[config.mk]
export PLATFORM = sky130hd
export DESIGN_NAME = program_mem_arbiter_flat
export DESIGN_NICKNAME = d
export VERILOG_FILES = /design/src/rtl/program_mem_arbiter_if.sv /design/src/rtl/program_mem_arbiter.sv /design/src/flat_wrapper.sv
export SDC_FILE = /design/constraint.sdc
export NUM_CORES = 1
export LEC_CHECK = 0
export CAP_MARGIN = 10
export CORE_ASPECT_RATIO = 0.7
export CORE_MARGIN = 3
export CORE_UTILIZATION = 46
export CTS_BUF_LIST = sky130_fd_sc_hd__clkbuf_8
export DETAILED_ROUTE_END_ITERATION = 8
export PLACE_DENSITY_LB_ADDON = 0.3
export SYNTH_ARGS = -nofsm -noshare
export SYNTH_HDL_FRONTEND = slang
export SYNTH_SLANG_ARGS = --single-unit
[constraint.sdc]
create_clock -name clk -period 2.95 [get_ports clk]
set_input_delay 0.295 -clock clk [delete_from_list [all_inputs] [get_ports clk]]
set_output_delay 0.295 -clock clk [all_outputs]
set_load 0.005 [all_outputs]
[src/rtl/program_mem_arbiter_if.sv]
// rtl/program_mem_arbiter_if.sv - Fetcher-side and program-memory read channel bundle
// slave is the arbiter's view; master is the surrounding fetchers and memory.
interface program_mem_arbiter_if #(
   parameter int NUM_CONSUMERS = 4,
   parameter int ADDR_BITS     = 8,
   parameter int DATA_BITS     = 16
);
   localparam int GRANT_BITS = (NUM_CONSUMERS > 1) ? $clog2(NUM_CONSUMERS) : 1;

   logic [NUM_CONSUMERS-1:0]           consumer_read_valid;
   logic [NUM_CONSUMERS*ADDR_BITS-1:0] consumer_read_address;
   logic [NUM_CONSUMERS-1:0]           consumer_read_ready;
   logic [NUM_CONSUMERS*DATA_BITS-1:0] consumer_read_data;
   logic                               mem_read_valid;
   logic [ADDR_BITS-1:0]               mem_read_address;
   logic                               mem_read_ready;
   logic [DATA_BITS-1:0]               mem_read_data;
   logic [GRANT_BITS-1:0]              grant_id;
   logic                               busy;

   modport slave (
      input  consumer_read_valid,
      input  consumer_read_address,
      input  mem_read_ready,
      input  mem_read_data,
      output consumer_read_ready,
      output consumer_read_data,
      output mem_read_valid,
      output mem_read_address,
      output grant_id,
      output busy
   );

   modport master (
      output consumer_read_valid,
      output consumer_read_address,
      output mem_read_ready,
      output mem_read_data,
      input  consumer_read_ready,
      input  consumer_read_data,
      input  mem_read_valid,
      input  mem_read_address,
      input  grant_id,
      input  busy
   );
endinterface

[src/rtl/program_mem_arbiter.sv]
// rtl/program_mem_arbiter.sv - Round-robin arbiter sharing one program-memory read channel
// One read outstanding at a time; grant rotates from the last served fetcher.
module program_mem_arbiter #(
   parameter int NUM_CONSUMERS = 4,
   parameter int ADDR_BITS     = 8,
   parameter int DATA_BITS     = 16
) (
   input  logic                  clk,
   input  logic                  reset,
   program_mem_arbiter_if.slave  bus
);
   localparam int GB = (NUM_CONSUMERS > 1) ? $clog2(NUM_CONSUMERS) : 1;

   typedef enum logic [1:0] {
      ST_IDLE     = 2'b00,
      ST_WAIT_MEM = 2'b01,
      ST_RELAY    = 2'b10
   } state_t;

   state_t                     r_state;
   logic [GB-1:0]              r_last_grant;
   logic [GB-1:0]              r_grant;
   logic                       r_mem_valid;
   logic [ADDR_BITS-1:0]       r_mem_addr;
   logic [NUM_CONSUMERS-1:0]   r_cons_ready;
   logic                       r_busy;
   logic [DATA_BITS-1:0]       r_data [NUM_CONSUMERS];

   logic [ADDR_BITS-1:0]       w_addr [NUM_CONSUMERS];
   logic                       w_hit;
   logic [GB-1:0]              w_pick;
   logic [GB-1:0]              w_cand;

   always_comb begin
      for (int i = 0; i < NUM_CONSUMERS; i++) begin
         w_addr[i] = bus.consumer_read_address[i*ADDR_BITS +: ADDR_BITS];
      end
   end

   // Scan from farthest to nearest so the last hit written is the one closest after r_last_grant.
   always_comb begin
      w_hit  = 1'b0;
      w_pick = '0;
      w_cand = '0;
      for (int k = NUM_CONSUMERS; k >= 1; k--) begin
         w_cand = GB'((int'(r_last_grant) + k) % NUM_CONSUMERS);
         if (bus.consumer_read_valid[w_cand]) begin
            w_hit  = 1'b1;
            w_pick = w_cand;
         end
      end
   end

   always_ff @(posedge clk or negedge reset) begin
      if (!reset) begin
         r_state      <= ST_IDLE;
         r_last_grant <= GB'(NUM_CONSUMERS - 1);
         r_grant      <= '0;
         r_mem_valid  <= 1'b0;
         r_mem_addr   <= '0;
         r_cons_ready <= '0;
         r_busy       <= 1'b0;
         for (int i = 0; i < NUM_CONSUMERS; i++) begin
            r_data[i] <= '0;
         end
      end else begin
         case (r_state)
            ST_IDLE: begin
               if (w_hit) begin
                  r_grant     <= w_pick;
                  r_mem_addr  <= w_addr[w_pick];
                  r_mem_valid <= 1'b1;
                  r_busy      <= 1'b1;
                  r_state     <= ST_WAIT_MEM;
               end
            end
            ST_WAIT_MEM: begin
               if (bus.mem_read_ready) begin
                  r_data[r_grant]       <= bus.mem_read_data;
                  r_cons_ready[r_grant] <= 1'b1;
                  r_mem_valid           <= 1'b0;
                  r_state               <= ST_RELAY;
               end
            end
            ST_RELAY: begin
               if (!bus.consumer_read_valid[r_grant]) begin
                  r_cons_ready <= '0;
                  r_last_grant <= r_grant;
                  r_busy       <= 1'b0;
                  r_state      <= ST_IDLE;
               end
            end
            default: begin
               r_cons_ready <= '0;
               r_mem_valid  <= 1'b0;
               r_busy       <= 1'b0;
               r_state      <= ST_IDLE;
            end
         endcase
      end
   end

   genvar gi;
   generate
      for (gi = 0; gi < NUM_CONSUMERS; gi++) begin : g_data
         assign bus.consumer_read_data[gi*DATA_BITS +: DATA_BITS] = r_data[gi];
      end
   endgenerate

   assign bus.consumer_read_ready = r_cons_ready;
   assign bus.mem_read_valid      = r_mem_valid;
   assign bus.mem_read_address    = r_mem_addr;
   assign bus.grant_id            = r_grant;
   assign bus.busy                = r_busy;
endmodule

[src/flat_wrapper.sv]
// flat-port wrapper written by rule: the top's interface ports become plain ports
module program_mem_arbiter_flat 
#(
   parameter int NUM_CONSUMERS = 4,
   parameter int ADDR_BITS     = 8,
   parameter int DATA_BITS     = 16
)
  (clk, reset, bus_consumer_read_valid, bus_consumer_read_address, bus_mem_read_ready, bus_mem_read_data, bus_consumer_read_ready, bus_consumer_read_data, bus_mem_read_valid, bus_mem_read_address, bus_grant_id, bus_busy);
  program_mem_arbiter_if #(.NUM_CONSUMERS(NUM_CONSUMERS), .ADDR_BITS(ADDR_BITS), .DATA_BITS(DATA_BITS)) bus_i ();
  input  logic clk;
  input  logic reset;
  input wire logic [$bits(bus_i.consumer_read_valid)-1:0] bus_consumer_read_valid;
  input wire logic [$bits(bus_i.consumer_read_address)-1:0] bus_consumer_read_address;
  input wire logic [$bits(bus_i.mem_read_ready)-1:0] bus_mem_read_ready;
  input wire logic [$bits(bus_i.mem_read_data)-1:0] bus_mem_read_data;
  output wire logic [$bits(bus_i.consumer_read_ready)-1:0] bus_consumer_read_ready;
  output wire logic [$bits(bus_i.consumer_read_data)-1:0] bus_consumer_read_data;
  output wire logic [$bits(bus_i.mem_read_valid)-1:0] bus_mem_read_valid;
  output wire logic [$bits(bus_i.mem_read_address)-1:0] bus_mem_read_address;
  output wire logic [$bits(bus_i.grant_id)-1:0] bus_grant_id;
  output wire logic [$bits(bus_i.busy)-1:0] bus_busy;
  assign bus_i.consumer_read_valid = bus_consumer_read_valid;
  assign bus_i.consumer_read_address = bus_consumer_read_address;
  assign bus_i.mem_read_ready = bus_mem_read_ready;
  assign bus_i.mem_read_data = bus_mem_read_data;
  assign bus_consumer_read_ready = bus_i.consumer_read_ready;
  assign bus_consumer_read_data = bus_i.consumer_read_data;
  assign bus_mem_read_valid = bus_i.mem_read_valid;
  assign bus_mem_read_address = bus_i.mem_read_address;
  assign bus_grant_id = bus_i.grant_id;
  assign bus_busy = bus_i.busy;
  program_mem_arbiter #(.NUM_CONSUMERS(NUM_CONSUMERS), .ADDR_BITS(ADDR_BITS), .DATA_BITS(DATA_BITS)) u_core (.clk(clk), .reset(reset), .bus(bus_i));
endmodule
==> Implementation_results.wiki <==
{| class="wikitable"
! Metric !! Value
|-
| Number of gates resized after cts || 0
|-
| CTS tree || done
|-
| Pins over their slew limit || 0
|-
| Hold-fix buffers, CTS || 0
|-
| Number of global-route vias before repair || 2,872
|-
| Wire length after detailed routing || ~9500 microns
|-
| Final count of hold timing violations || 0
|-
| Aggregate negative setup slack || 0 ns
|-
| Utilization after layout || 0.708
|-
| Crit end category || flip-flop
|-
| Std-Cell Core Area || between 0.007 and 0.008 sq mm
|-
| Count of state elements after synthesis || 84
|-
| Detailed Routing Iterations Pass 1 || 4
|-
| DRC violation total after the first TritonRoute iteration || 85
|-
| Buffers from clock root to sink, at most || 2
|-
| CTS Root Cell || clkbuf_8
|-
| Period utilisation layout || 0.796
|-
| Total number of clock tree sinks || 84
|-
| Required time of the critical path || around 3.2 ns
|-
| Setup repair after global routing missed its margin || no
|-
| Post-CTS setup buffer count || 0
|-
| Detailed-route vias per instance || ~5.4
|-
| Share of synthesized area occupied by flip-flops and latches || 0.578
|-
| Number of maximum-capacitance violations || 0
|-
| Category of the worst setup path launch point || primary input
|-
| Top-level port count || ~140
|-
| Pin count of the biggest net entering global routing || 85
|-
| All-Layer GR Usage || 0.224
|-
| Nets || 451
|-
| Layout Area Growth over Synthesis || 45.4%
|-
| Row count || 26
|-
| Synth Instances || 254
|-
| Post-placement worst setup slack || roughly 0.25 ns
|-
| Latest clock arrival within the worst-skew pair || 0.35 ns
|-
| Number of antenna violations at the first check in global routing || 0
|-
| # port buffers || approximately 130
|-
| Avg Synthesized Cell Area || 14.3 sq um
|-
| Wire length of the first global-routing pass || 15,500 microns
|-
| Chip Height || 80.5 microns
|-
| Die area || 0.00904 sq mm
|-
| Worst path setup slack after routing || approximately 0.6 ns
|-
| Largest fanout on the critical path || 9
|-
| # setup viols final || 0
|-
| Clock Skews || 0.00704 ns
|-
| Drt wl/cell || approximately 19 microns
|-
| Worst-case vdd ir drop || about 0.67 mV
|-
| Last weighted congestion value of the routability-driven placer || approximately 0.82
|-
| Class of the most critical setup path || in -> reg
|-
| Final ANT Viol Nets || 0
|-
| Data arrival time of the critical path || 2.58 ns
|-
| Ys Warns || 0
|-
| Initial Util || 0.487
|-
| Highest achievable clock rate || approximately 430 MHz
|-
| Post-route DRC violation count || 0
|-
| Fill cell instance count of the final layout || ~560
|-
| Run status || complete, no violations
|-
| Mapped Nets || between 300 and 400
|-
| Areal power density over the cells || around 1000 mW/mm^2
|-
| Slew of the pin with the lowest slew margin || a little over 1 ns
|-
| CTS HTree Levels || 3
|-
| CTS clock-pin slew for the worst setup and hold paths || 0.08 ns
|-
| Clock buffer count from CTS || 9
|-
| GRT overflow || 0
|-
| HPWL Detailed || approximately 7000 microns
|-
| Width of the die || ~110 microns
|-
| Max-slew headroom || 0.317
|-
| Yosys cell types || 37
|-
| Total standard cell area after synthesis || roughly 0.0036 sq mm
|-
| Hold/Removal Path Class || in -> async
|-
| Minimum period implied by the final worst setup slack || 2.35 ns
|-
| Leakage power of the design || 0.00222 uW
|-
| Ratio of cells with drive above 1 in the final layout || 0.257
|-
| Via count || 2,697
|-
| Ant diodes || 0
|}
registers in the layout (all words and copies together), names as in the netlist:
name                            count
u_core.bus.busy                     1
u_core.bus.consumer_read_data      64
u_core.bus.consumer_read_ready      4
u_core.bus.grant_id                 2
u_core.bus.mem_read_address         8
u_core.bus.mem_read_valid           1
u_core.r_last_grant                 2
u_core.r_state                      2
routing by layer:
layer	wire [microns]	share of wire	up-vias	global-route usage
met3	475	0.050	15	0.0625
met1	4100	0.43	1369	0.289
li1	-	-	1236	-
met4	163	0.017	0	0.0744
met2	4760	0.50	77	0.368
met5	0	0	-	0
cells in the mapped netlist:
master	count	area, sq um
a211oi_1	1	7.51
a21o_1	3	22.5
a21oi_1	10	50.1
a21oi_4	1	16.3
a221o_1	8	80.1
a31oi_1	3	18.8
and2_1	1	6.26
buf_2	7	35.0
buf_6	1	11.3
clkbuf_1	1	3.75
clkbuf_2	1	5.00
dfrtp_1	82	2050
dfstp_2	2	52.6
inv_1	4	15.0
mux2_1	3	33.8
mux2_2	63	709
mux2_4	8	120
mux4_2	1	22.5
nand2_1	4	15.0
nand2b_1	2	12.5
nand4_1	8	50.1
nor2_1	11	41.3
nor2b_1	2	12.5
nor2b_4	1	13.8
nor3_4	1	16.3
nor3b_1	1	7.51
nor4_1	1	6.26
nor4_2	1	12.5
nor4_4	3	63.8
o21a_1	2	15.0
o21ai_0	4	20.0
o21ai_1	1	5.00
o21bai_1	1	7.51
o22ai_1	1	6.26
o2bb2ai_1	1	8.76
o31ai_1	8	60.1
or3_1	1	6.26
per-stage QoR:
stage | power (uW) | std cells | hold slack (ns) | instance area, sq um
3_3_place_gp | 4610 | 483 | 0.468 | 5100
5_1_grt | 5840 | 499 | 0.182 | 5300
3_5_place_dp | 4720 | 483 | 0.476 | 5100
4_1_cts | 5550 | 499 | 0.141 | 5300
2_1_floorplan | 3210 | 254 | -0.000591 | 3640
6_report | 5480 | 499 | 0.0921 | 5300
cell type report:
class | count | area, sq um | share of cell area
Inverter | 4 | 15.0 | 0.00283
Multi-Input combinational cell | 156 | 1470 | 0.277
Clock buffer | 10 | 138 | 0.0260
Tap cell | 98 | 123 | 0.0232
Clock inverter | 6 | 57.6 | 0.0109
Timing Repair Buffer | 141 | 1390 | 0.263
Sequential cell | 84 | 2100 | 0.397
final timing paths:
check	startpoint	endpoint	slack, ns	cells after the start
max in group asynchronous	reset	u_core.bus.consumer_read_ready[1]	2.17	1
worst min register to register	u_core.bus.consumer_read_data[48]	u_core.bus.consumer_read_data[48]	0.49	1
min in group clk	u_core.bus.consumer_read_data[48]	u_core.bus.consumer_read_data[48]	0.49	1
worst max register to register	u_core.r_last_grant[0]	u_core.bus.mem_read_address[0]	0.63	5
worst max-delay path	bus_consumer_read_valid[3]	u_core.bus.mem_read_address[0]	0.60	6
worst min-delay path	reset	u_core.bus.consumer_read_data[29]	0.09	1
cells by family after synthesis:
group / Yosys count / share of synthesized area
DFF: 84 / 0.578
buffers and inverters: 14 / 0.0192
AOI/OAI and AO/OA: 44 / 0.0873
muxes: 75 / 0.243
and+or+nand+nor: 37 / 0.0725
cells in the final DEF (no fill, tap or decap), types with 3 or more instances in the layout:
master           instances
dfrtp_1                 82
nand2_1                  4
clkbuf_8                10
nand4_1                  8
clkdlybuf4s50_1        133
mux2_2                  63
o31ai_1                  8
nor4_4                   3
a31oi_1                  3
mux2_1                   3
a21oi_1                 10
a221o_1                  8
o21ai_0                  4
nor2_1                  11
a21o_1                   3
mux2_4                   8
buf_4                    8
inv_1                    6
worst max-delay path, stage by stage:
cell and delay [ns]:
clkdlybuf4s50_1 0.51, nor2b_4 0.19, o21a_1 0.32, nor3_4 0.58, mux2_4 0.35, a221o_1 0.33
report_power, final:
part	internal, uW	switching (uW)
sequential	1740	396
combinational	1650	898
clock	407	393
(Power assumes the default switching activity.)
